<file path="src/rtl/ex_pkg.sv">
// Shared types and constants for the execute stage: control bundle,
// forwarding selects, ALU opcodes, branch funct3 codes and FSM states.
package ex_pkg;

  typedef struct packed {
    logic reg_reg;
    logic load;
    logic store;
    logic branch;
  } ex_ctrl_t;

  typedef enum logic [1:0] {
    FWD_ID     = 2'd0,
    FWD_MEM    = 2'd1,
    FWD_WB     = 2'd2,
    FWD_ID_ALT = 2'd3
  } fwd_sel_e;

  typedef enum logic {
    IDLE     = 1'b0,
    MUL_BUSY = 1'b1
  } ex_state_e;

  localparam logic [3:0] ALU_OP_ADD  = 4'h0;
  localparam logic [3:0] ALU_OP_SUB  = 4'h1;
  localparam logic [3:0] ALU_OP_SLL  = 4'h2;
  localparam logic [3:0] ALU_OP_SLT  = 4'h3;
  localparam logic [3:0] ALU_OP_SLTU = 4'h4;
  localparam logic [3:0] ALU_OP_XOR  = 4'h5;
  localparam logic [3:0] ALU_OP_SRL  = 4'h6;
  localparam logic [3:0] ALU_OP_SRA  = 4'h7;
  localparam logic [3:0] ALU_OP_OR   = 4'h8;
  localparam logic [3:0] ALU_OP_AND  = 4'h9;
  localparam logic [3:0] ALU_OP_LUI  = 4'hA;  // passes operand B through
  localparam logic [3:0] ALU_OP_NOR  = 4'hB;
  localparam logic [3:0] ALU_OP_ANDN = 4'hC;
  localparam logic [3:0] ALU_OP_SEQ  = 4'hD;
  localparam logic [3:0] ALU_OP_SNE  = 4'hE;
  localparam logic [3:0] ALU_OP_MUL  = 4'hF;

  localparam logic [2:0] F3_BEQ  = 3'b000;
  localparam logic [2:0] F3_BNE  = 3'b001;
  localparam logic [2:0] F3_BLT  = 3'b100;
  localparam logic [2:0] F3_BGE  = 3'b101;
  localparam logic [2:0] F3_BLTU = 3'b110;
  localparam logic [2:0] F3_BGEU = 3'b111;

endpackage

</file>
<file path="src/rtl/ex_mul_seq.sv">
// Iterative shift-add multiplier (low XLEN bits), one partial product per
// cycle; used by execute_unit only when EX_MUL_EN is defined.
module ex_mul_seq #(
  parameter int XLEN = 32
) (
  input  logic            clk,
  input  logic            reset,
  input  logic            start,
  input  logic            kill,
  input  logic [XLEN-1:0] a,
  input  logic [XLEN-1:0] b,
  output logic            busy,
  output logic            done,
  output logic [XLEN-1:0] result
);

  localparam int CW = $clog2(XLEN);

  logic            busy_q, busy_d;
  logic [CW-1:0]   cnt_q, cnt_d;
  logic [XLEN-1:0] acc_q, acc_d, mcand_q, mcand_d, mplier_q, mplier_d;
  logic [XLEN-1:0] acc_sum;

  // The final step's sum is presented combinationally so the caller can
  // capture the product in the same cycle the counter reaches zero.
  assign acc_sum = acc_q + (mplier_q[0] ? mcand_q : '0);
  assign busy    = busy_q;
  assign done    = busy_q & (cnt_q == '0);
  assign result  = acc_sum;

  always_comb begin
    busy_d   = busy_q;
    cnt_d    = cnt_q;
    acc_d    = acc_q;
    mcand_d  = mcand_q;
    mplier_d = mplier_q;
    if (kill) begin
      busy_d = 1'b0;
    end else if (start) begin
      busy_d   = 1'b1;
      cnt_d    = CW'(XLEN - 1);
      acc_d    = '0;
      mcand_d  = a;
      mplier_d = b;
    end else if (busy_q) begin
      acc_d    = acc_sum;
      mcand_d  = mcand_q << 1;
      mplier_d = mplier_q >> 1;
      cnt_d    = cnt_q - CW'(1);
      if (cnt_q == '0) busy_d = 1'b0;
    end
  end

  always_ff @(posedge clk) begin
    if (reset) begin
      busy_q   <= 1'b0;
      cnt_q    <= '0;
      acc_q    <= '0;
      mcand_q  <= '0;
      mplier_q <= '0;
    end else begin
      busy_q   <= busy_d;
      cnt_q    <= cnt_d;
      acc_q    <= acc_d;
      mcand_q  <= mcand_d;
      mplier_q <= mplier_d;
    end
  end

endmodule

</file>
<file path="src/rtl/execute_unit.sv">
// Pipeline execute stage: forwarding, ALU, branch compare and target, with a
// single-entry output register. Define EX_MUL_EN for the iterative multiplier.
module execute_unit
  import ex_pkg::*;
#(
  parameter int XLEN   = 32,
  parameter int FWD_EN = 1
) (
  input  logic            clk,
  input  logic            reset,
  input  logic            in_valid,
  output logic            in_ready,
  input  logic [31:0]     in_ir,
  input  logic [XLEN-1:0] in_pc,
  input  logic [XLEN-1:0] in_a,
  input  logic [XLEN-1:0] in_b,
  input  logic [XLEN-1:0] in_imm,
  input  logic [3:0]      in_alu_op,
  input  ex_ctrl_t        in_ctrl,
  input  logic [1:0]      fwd_a_sel,
  input  logic [1:0]      fwd_b_sel,
  input  logic [XLEN-1:0] mem_fwd,
  input  logic [XLEN-1:0] wb_fwd,
  input  logic            flush,
  output logic            out_valid,
  input  logic            out_ready,
  output logic [31:0]     out_ir,
  output logic            out_cond,
  output logic [XLEN-1:0] out_alu,
  output logic [XLEN-1:0] out_b,
  output logic [XLEN-1:0] out_target
);

  localparam int SHW = $clog2(XLEN);

  logic [XLEN-1:0] op_a, fwd_b, alu_b, alu_res, s_imm;
  logic            cond, accept;
  logic            unused_load;

  ex_state_e       state_q, state_d;
  logic            out_valid_q, out_valid_d, out_cond_q, out_cond_d;
  logic [31:0]     out_ir_q, out_ir_d;
  logic [XLEN-1:0] out_alu_q, out_alu_d, out_b_q, out_b_d, out_target_q, out_target_d;

  assign unused_load = in_ctrl.load;
  assign s_imm       = {{(XLEN-12){in_ir[31]}}, in_ir[31:25], in_ir[11:7]};

  always_comb begin
    op_a  = in_a;
    fwd_b = in_b;
    if (FWD_EN != 0) begin
      case (fwd_sel_e'(fwd_a_sel))
        FWD_MEM: op_a = mem_fwd;
        FWD_WB:  op_a = wb_fwd;
        default: op_a = in_a;
      endcase
      case (fwd_sel_e'(fwd_b_sel))
        FWD_MEM: fwd_b = mem_fwd;
        FWD_WB:  fwd_b = wb_fwd;
        default: fwd_b = in_b;
      endcase
    end
    if (in_ctrl.reg_reg)    alu_b = fwd_b;
    else if (in_ctrl.store) alu_b = s_imm;
    else                    alu_b = in_imm;
  end

  always_comb begin
    case (in_alu_op)
      ALU_OP_ADD:  alu_res = op_a + alu_b;
      ALU_OP_SUB:  alu_res = op_a - alu_b;
      ALU_OP_SLL:  alu_res = op_a << alu_b[SHW-1:0];
      ALU_OP_SLT:  alu_res = {{(XLEN-1){1'b0}}, $signed(op_a) < $signed(alu_b)};
      ALU_OP_SLTU: alu_res = {{(XLEN-1){1'b0}}, op_a < alu_b};
      ALU_OP_XOR:  alu_res = op_a ^ alu_b;
      ALU_OP_SRL:  alu_res = op_a >> alu_b[SHW-1:0];
      ALU_OP_SRA:  alu_res = $unsigned($signed(op_a) >>> alu_b[SHW-1:0]);
      ALU_OP_OR:   alu_res = op_a | alu_b;
      ALU_OP_AND:  alu_res = op_a & alu_b;
      ALU_OP_LUI:  alu_res = alu_b;
      ALU_OP_NOR:  alu_res = ~(op_a | alu_b);
      ALU_OP_ANDN: alu_res = op_a & ~alu_b;
      ALU_OP_SEQ:  alu_res = {{(XLEN-1){1'b0}}, op_a == alu_b};
      ALU_OP_SNE:  alu_res = {{(XLEN-1){1'b0}}, op_a != alu_b};
      default:     alu_res = '0;  // MUL yields zero unless the multiplier is built
    endcase
  end

  // Branches always compare the forwarded register operands, never the immediate.
  always_comb begin
    cond = 1'b0;
    if (in_ctrl.branch) begin
      case (in_ir[14:12])
        F3_BEQ:  cond = (op_a == fwd_b);
        F3_BNE:  cond = (op_a != fwd_b);
        F3_BLT:  cond = ($signed(op_a) <  $signed(fwd_b));
        F3_BGE:  cond = ($signed(op_a) >= $signed(fwd_b));
        F3_BLTU: cond = (op_a <  fwd_b);
        F3_BGEU: cond = (op_a >= fwd_b);
        default: cond = 1'b0;
      endcase
    end
  end

`ifdef EX_MUL_EN
  logic            mul_start, mul_done, mul_busy_unused;
  logic [XLEN-1:0] mul_result;

  ex_mul_seq #(.XLEN(XLEN)) u_mul (
    .clk    (clk),
    .reset  (reset),
    .start  (mul_start),
    .kill   (flush),
    .a      (op_a),
    .b      (alu_b),
    .busy   (mul_busy_unused),
    .done   (mul_done),
    .result (mul_result)
  );
`endif

  assign in_ready = (~out_valid_q | out_ready) & (state_q == IDLE);
  assign accept   = in_valid & in_ready & ~flush;

  always_comb begin
    state_d      = state_q;
    out_valid_d  = out_valid_q;
    out_ir_d     = out_ir_q;
    out_cond_d   = out_cond_q;
    out_alu_d    = out_alu_q;
    out_b_d      = out_b_q;
    out_target_d = out_target_q;
`ifdef EX_MUL_EN
    mul_start    = 1'b0;
`endif
    if (flush) begin
      out_valid_d = 1'b0;
      state_d     = IDLE;
    end else if (state_q == MUL_BUSY) begin
`ifdef EX_MUL_EN
      if (mul_done) begin
        out_alu_d   = mul_result;
        out_valid_d = 1'b1;
        state_d     = IDLE;
      end
`endif
    end else if (accept) begin
      out_ir_d     = in_ir;
      out_cond_d   = cond;
      out_alu_d    = alu_res;
      out_b_d      = fwd_b;
      out_target_d = in_pc + in_imm;
      out_valid_d  = 1'b1;
`ifdef EX_MUL_EN
      // Side fields are parked now; valid rises only when the product lands.
      if (in_alu_op == ALU_OP_MUL) begin
        out_valid_d = 1'b0;
        mul_start   = 1'b1;
        state_d     = MUL_BUSY;
      end
`endif
    end else if (out_ready) begin
      out_valid_d = 1'b0;
    end
  end

  always_ff @(posedge clk) begin
    if (reset) begin
      state_q      <= IDLE;
      out_valid_q  <= 1'b0;
      out_ir_q     <= '0;
      out_cond_q   <= 1'b0;
      out_alu_q    <= '0;
      out_b_q      <= '0;
      out_target_q <= '0;
    end else begin
      state_q      <= state_d;
      out_valid_q  <= out_valid_d;
      out_ir_q     <= out_ir_d;
      out_cond_q   <= out_cond_d;
      out_alu_q    <= out_alu_d;
      out_b_q      <= out_b_d;
      out_target_q <= out_target_d;
    end
  end

  assign out_valid  = out_valid_q;
  assign out_ir     = out_ir_q;
  assign out_cond   = out_cond_q;
  assign out_alu    = out_alu_q;
  assign out_b      = out_b_q;
  assign out_target = out_target_q;

endmodule

</file>
<file path="config.mk">
export PLATFORM = sky130hd
export DESIGN_NAME = execute_unit
export DESIGN_NICKNAME = d
export VERILOG_FILES = /design/src/rtl/ex_pkg.sv /design/src/rtl/ex_mul_seq.sv /design/src/rtl/execute_unit.sv
export SDC_FILE = /design/constraint.sdc
export NUM_CORES = 1
export LEC_CHECK = 0
export CORE_ASPECT_RATIO = 1.1
export CORE_MARGIN = 2
export CORE_UTILIZATION = 40
export DETAILED_ROUTE_END_ITERATION = 12
export PLACE_DENSITY = 0.7
export SYNTH_ARGS = -nofsm -noshare
export SYNTH_HDL_FRONTEND = slang
export SYNTH_SLANG_ARGS = --single-unit
</file>
<file path="constraint.sdc">
create_clock -name clk -period 13.5 [get_ports clk]
set_input_delay 2.7 -clock clk [delete_from_list [all_inputs] [get_ports clk]]
set_output_delay 2.7 -clock clk [all_outputs]
set_load 0.05 [all_outputs]
</file>
* Yosys cells after proc, flatten, opt, wreduce, memory -nomap -nowiden
Index checks and enable logic that the tools add are counted.
Storage, ports and cells: bits of input ports 241, memories kept 0, register bits after elaboration 130, bits in writable memories 0, ROM bits 0, output and inout bits 131, logic and storage cells 70, latch bits 0
Operators by class: multiplexer cells 9, equal/unequal tests 27, reductions and logical operators 5, bitwise gates (word level) 11, $lt $le $gt $ge 6, add/sub/neg operators 3, multipliers 0, shift operators 3, div/mod/pow operators 0
Operators with widths (number):
- one-hot mux 32 bit (15 select lines) | 1
- less-than comparator 32 bit | 4
- one-hot mux 32 bit (2 select lines) | 2
- adder 32 bit | 2
- AND 32 bit | 2
- equality test 32 bit | 2
- greater-or-equal comparator 32 bit | 2
- 2-to-1 mux 32 bit | 2
- != test 32 bit | 2
- NOT 32 bit | 2
- OR 32 bit | 1
- << shifter 32 x 5 -> 32 bit | 1
- right shift 32 x 5 -> 32 bit | 1
- >>> shifter 32 x 5 -> 32 bit | 1
- subtractor 32 bit | 1
- XOR 32 bit | 1
- equality test 4 bit (second input constant) | 7
- equality test 4 x 3 -> 1 bit (second input constant) | 4
- equality test 3 bit (second input constant) | 4
- equality test 4 x 2 -> 1 bit (second input constant) | 2
- one-hot mux 1 bit (6 select lines) | 1
- equality test 2 x 1 -> 1 bit (second input constant) | 2
- equality test 2 bit (second input constant) | 2
- equality test 4 x 1 -> 1 bit (second input constant) | 1
- 10 further kinds | 14

* Longest topological paths before layout
depth after elaboration 6, depth in mapped cells 21, depth with buffers taken out 18

* Least setup slack after synthesis
No wires, ideal clock.
path kind input -> register, start input port fwd_b_sel[0], end register out_alu_q[0], in the netlist out_alu[0], cell stages on the path 21, required time 13.419 ns, setup slack 6.401 ns, buffers on the path 5, library setup time 0.081 ns, arrival time 7.018 ns, cell sequence inv_1 ha_1 buf_2 a22oi_1 o21ai_1 mux2i_4 clkbuf_1 clkbuf_1 clkbuf_1 ha_1 buf_2 and3b_1 a221oi_2 o21bai_1 a221o_1 and3b_1 o31ai_2 nor2_1 o311ai_1 nand2_1 a41oi_1
On the way: word-level cells in the longest chain between the ends 6, elaborated cells on any way between the ends 20, those cells by class add/sub (2); order compare (2); eq/ne (4); shift (3); mux (3); bitwise (6)
Ends and longest elaborated chain:
- from (decl) | RTL line execute_unit.sv:21 | input logic [1:0] fwd_b_sel,
- equality test 2 bit / equality test 2 x 1 -> 1 bit (equally long branches) | RTL line execute_unit.sv:57 | case (fwd_sel_e'(fwd_b_sel))
- one-hot mux 32 bit (2 select lines) * | RTL line execute_unit.sv:57
- 2-to-1 mux 32 bit * | RTL line execute_unit.sv:63 | if (in_ctrl.reg_reg) alu_b = fwd_b;
- branches (longest 2 deep; another with subtractor 32 bit)
- one-hot mux 32 bit (15 select lines) * | RTL line execute_unit.sv:69 | case (in_alu_op)
- to (signal assigned) | RTL line execute_unit.sv:181 | out_alu_q <= out_alu_d;
- to (decl) | RTL line execute_unit.sv:43 | logic [XLEN-1:0] out_alu_q, out_alu_d, out_b_q, out_b_d, out_target_q, out_target_d;
Every way passes the cells marked *. A chain may end at the register's enable or synchronous reset.

* Final worst setup path
start input port fwd_b_sel[0], end register out_alu_q[13], in the netlist out_alu[13]
Same word-level chain as after synthesis.

==> results by group <==
Global route
  – Aggregate global routing overflow: 0
  – Pin count of the biggest net entering global routing: 100
  – Gr usage total: 41.8%
  – Antenna violations before repair: 1
  – First-pass GRT wire length: 149,000 µm
  – Number of global-route vias before repair: 22,318

STA
  – Post-layout minimum cycle time: 8.71 ns
  – Final hold violation count: 0
  – Final worst clock skew: 0.0120 ns
  – Peak Freq: 0.115 GHz
  – Max-slew headroom at the worst pin: -3.27%
  – Count of final setup violators: 0
  – Portion of the clock cycle consumed by the worst path in the final layout: 64.5%
  – Summed negative setup slack over all endpoints: 0 ns
  – Slew of the pin with the lowest slew margin: 1.53 ns
  – RSZ-0062 raised after global routing: no
  – Final critical-path setup slack: 4.79 ns
  – Slew Viols, Final: 2

Finish
  – Total area of multi-input combinational cells: 0.0143 mm²
  – Number of fill cells in the layout: 4,589
  – Post-layout net count: 3,368
  – Commonest cells after routing, fill and taps aside: sky130_fd_sc_hd__clkdlybuf4s50_1, sky130_fd_sc_hd__nand2_1, sky130_fd_sc_hd__a21oi_1
  – Sequential Area: 0.00260 mm²
  – Final core utilization: 50.9%
  – Area delta synth->final: 26.2%
  – Post-route design area: 0.0231 mm²
  – Most common cell after layout, fill and taps aside: sky130_fd_sc_hd__clkdlybuf4s50_1
  – Layout cell share with drive strength beyond 1: 6.37%

Floorplanning
  – IO Pins: 372
  – Die Wd: 208 µm
  – Die ar.: 0.0475 mm²
  – Vertical extent of the die: 228 µm
  – Starting density of the core: 40.3%
  – Number of rows created at floorplan: 82
  – Core Box Area: 0.0453 mm²

Detailed routing
  – Initial DRC count: 2,773
  – Vias per cell: 6.59
  – DRC Markers: 0
  – Total detailed-routing wirelength: 104,000 µm
  – Detail-routed net length per standard cell: 29.2 µm
  – Number of iterations in the first detailed-routing pass: 7
  – Vias after detailed routing: 23,435
  – Routed Antenna Nets: 0

Hold path
  – Min-Delay Path Class: flip-flop to flip-flop
  – Worst hold path stage count: 2
  – Startpoint of the worst hold path: out_alu[8]$_SDFFE_PP0P_
  – Hold worst-path end: out_alu[8]$_SDFFE_PP0P_

Clock tree
  – CTS tree: done
  – Number of H-tree branching levels: 4
  – Clock slew at reported path FFs: 0.08 ns
  – Hold buffer count at cts: 0
  – Buffer depth of the longest clock path: 2
  – Source-to-sink clock delay at the later pin of the worst-skew pair: 0.49 ns
  – Clk sink count: 130
  – Post-CTS setup repair buffer count: 0
  – Number of buffers created by CTS: 17
  – Post_cts resized: 0
  – Clock root buffer: sky130_fd_sc_hd__clkbuf_16

Placed design
  – Number of buffer cells added on primary ports: 370
  – RePlAce Congestion: 1.05
  – Placement-stage cell area: 0.0225 mm²
  – Pre-CTS setup slack: 4.57 ns
  – Detailed placement HPWL: 79,300 µm

Synth
  – Mean instance size in the synthesized netlist: 6.83 µm²
  – Top FF cell, synth: sky130_fd_sc_hd__dfxtp_1
  – Nets in the synthesized netlist: 3,091
  – Share of the yosys chip area belonging to registers: 14.2%
  – Post-synthesis instance total: 2,680
  – Summed instance area of the synthesized netlist: 0.0183 mm²
  – Post-synth cell types: 88
  – Yosys warning count: 0
  – Ys async rst share: 0%
  – Register bit count reported by yosys: 130
  – EDFF count, synth: 0

Worst setup path
  – Worst reg-to-reg setup slack: 9.00 ns
  – R2r worst-path depth: 10
  – CP startpoint kind: input pin
  – Startpoint-to-endpoint class of the critical path: input pin to flip-flop
  – Arrival time at the worst endpoint: 9.06 ns
  – Slowest-stage cell, CP: sky130_fd_sc_hd__a2111oi_0
  – Cell chain of the critical path: clkdlybuf4s50_1, inv_1, ha_1, buf_4, inv_1, o21ai_1, a21o_1, buf_4, ha_1, nor2b_1, o31ai_1, a31oi_1, o21ai_0, o22ai_1, nor2_1, a21oi_1, a2111oi_0, o21ai_1
  – Largest stage delay on the critical path: 1.08 ns
  – Reg2reg start: out_valid$_SDFFE_PP0P_
  – Required time worst endpoint: 13.84 ns
  – Reg-to-Reg End: out_alu[23]$_SDFFE_PP0P_
  – Endpoint type of the worst setup path: flip-flop
  – CP Max Fanout: 43

Power
  – Power per cell area: 101 mW/mm²
  – Static leakage: 0.00927 µW
  – Worst supply voltage drop on vdd: 0.121 mV
  – Power dissipated by switching net loads: 1190 µW
  – Comb power frac: 61.6%
  – Share of total power consumed by net switching: 51.1%
  – Part of the total power dissipated in the clock network: 20.3%
  – Part of the power in registers: 18.2%
  – Internal power of the cells: 1140 µW
  – Total power after layout: 2330 µW

Status
  – Run status: finished with violations
  – Violated checks: capacitance limit, slew limit

Flow run
  – # Max-Cap Violations: 1
==> cells by family after synthesis <==
logic type | Yosys count | synth area share, %
compound gates | 1053 | 38.0
simple gates | 834 | 19.8
buf+inv | 338 | 7.72
fa+ha+maj | 170 | 11.7
flops | 130 | 14.2
mux | 118 | 6.74
xor+xnor | 37 | 1.77
==> state kept, by name, summed over array words and instances, names as in the netlist <==
name and flops:
out_valid 1, out_cond 1, out_target 32, out_alu 32, out_b 32, out_ir 32
==> critical path: cells and delay by family <==
kind	cells	cell delay [ns]
buffers and inverters	5	1.79
AOI/OAI and AO/OA	9	3.49
and+or+nand+nor	2	0.31
adders and majority gates	2	0.72
==> layout make-up <==
cell class                 count  share of cell area, %
multi-input combinational   2212                   62.1
timing repair buffer         451                   18.6
sequential                   130                   11.3
tap                          588                   3.19
inverter                     145                   2.37
clock buffer                  17                   1.84
clock inverter                14                  0.564
antenna                        1                 0.0108
==> power groups by stage <==
stage | Sequential (µW) | Clock, µW | Combinational (µW)
6_report | 424 | 473 | 1440
5_1_grt | 426 | 489 | 1510
4_1_cts | 424 | 482 | 1390
3_5_place_dp | 432 | 0 | 1380
3_3_place_gp | 431 | 0 | 1370
2_1_floorplan | 512 | 0 | 780
==> cells in the mapped netlist, types with 28 or more instances <==
| master | number | area [µm²] |
|---|---|---|
| sky130_fd_sc_hd__a21o_1 | 50 | 375 |
| sky130_fd_sc_hd__inv_1 | 138 | 518 |
| sky130_fd_sc_hd__nand2_1 | 331 | 1240 |
| sky130_fd_sc_hd__o21ai_1 | 33 | 165 |
| sky130_fd_sc_hd__dfxtp_1 | 130 | 2600 |
| sky130_fd_sc_hd__buf_2 | 41 | 205 |
| sky130_fd_sc_hd__a21oi_1 | 283 | 1420 |
| sky130_fd_sc_hd__o21ai_0 | 202 | 1010 |
| sky130_fd_sc_hd__a22oi_1 | 60 | 450 |
| sky130_fd_sc_hd__a221o_1 | 37 | 370 |
| sky130_fd_sc_hd__clkbuf_1 | 116 | 435 |
| sky130_fd_sc_hd__nor3_1 | 50 | 250 |
| sky130_fd_sc_hd__a211oi_1 | 51 | 383 |
| sky130_fd_sc_hd__o211ai_1 | 37 | 278 |
| sky130_fd_sc_hd__mux2i_1 | 95 | 951 |
| sky130_fd_sc_hd__xnor2_1 | 30 | 263 |
| sky130_fd_sc_hd__a31oi_1 | 31 | 194 |
| sky130_fd_sc_hd__nor2_1 | 271 | 1020 |
| sky130_fd_sc_hd__nand3_1 | 58 | 290 |
| sky130_fd_sc_hd__ha_1 | 167 | 2090 |
| sky130_fd_sc_hd__nand2b_1 | 28 | 175 |
| sky130_fd_sc_hd__a221oi_1 | 44 | 385 |
==> stage by stage <==
step | hold WS [ns] | cells
5_1_grt | 0.467 | 3557
3_5_place_dp | 0.444 | 3526
3_3_place_gp | 0.436 | 3526
4_1_cts | 0.452 | 3557
2_1_floorplan | 0.667 | 2680
6_report | 0.450 | 3558
==> how the worst max path moves through the flow <==
stage                       from  depth (start not counted)                        to  slack [ns]
floorplan           fwd_b_sel[0]                         21   out_alu[0]$_SDFFE_PP0P_        6.40
detailed placement  fwd_b_sel[0]                         19   out_alu[0]$_SDFFE_PP0P_        4.57
global placement    fwd_b_sel[0]                         19   out_alu[0]$_SDFFE_PP0P_        4.62
global route        fwd_b_sel[0]                         19   out_alu[0]$_SDFFE_PP0P_        4.68
finish              fwd_b_sel[0]                         18  out_alu[13]$_SDFFE_PP0P_        4.79
CTS                 fwd_b_sel[0]                         19   out_alu[0]$_SDFFE_PP0P_        5.10
==> metal layers <==
metal | vias to the layer above | GRT usage (%) | wire (µm)
met2 | 1572 | 66.6 | 46200
met5 | - | 0 | 0
met1 | 11022 | 48.4 | 38700
met4 | 0 | 29.9 | 8540
met3 | 389 | 11.3 | 10600
li1 | 10452 | - | -
No activity file was read; power rests on OpenSTA's default activity.
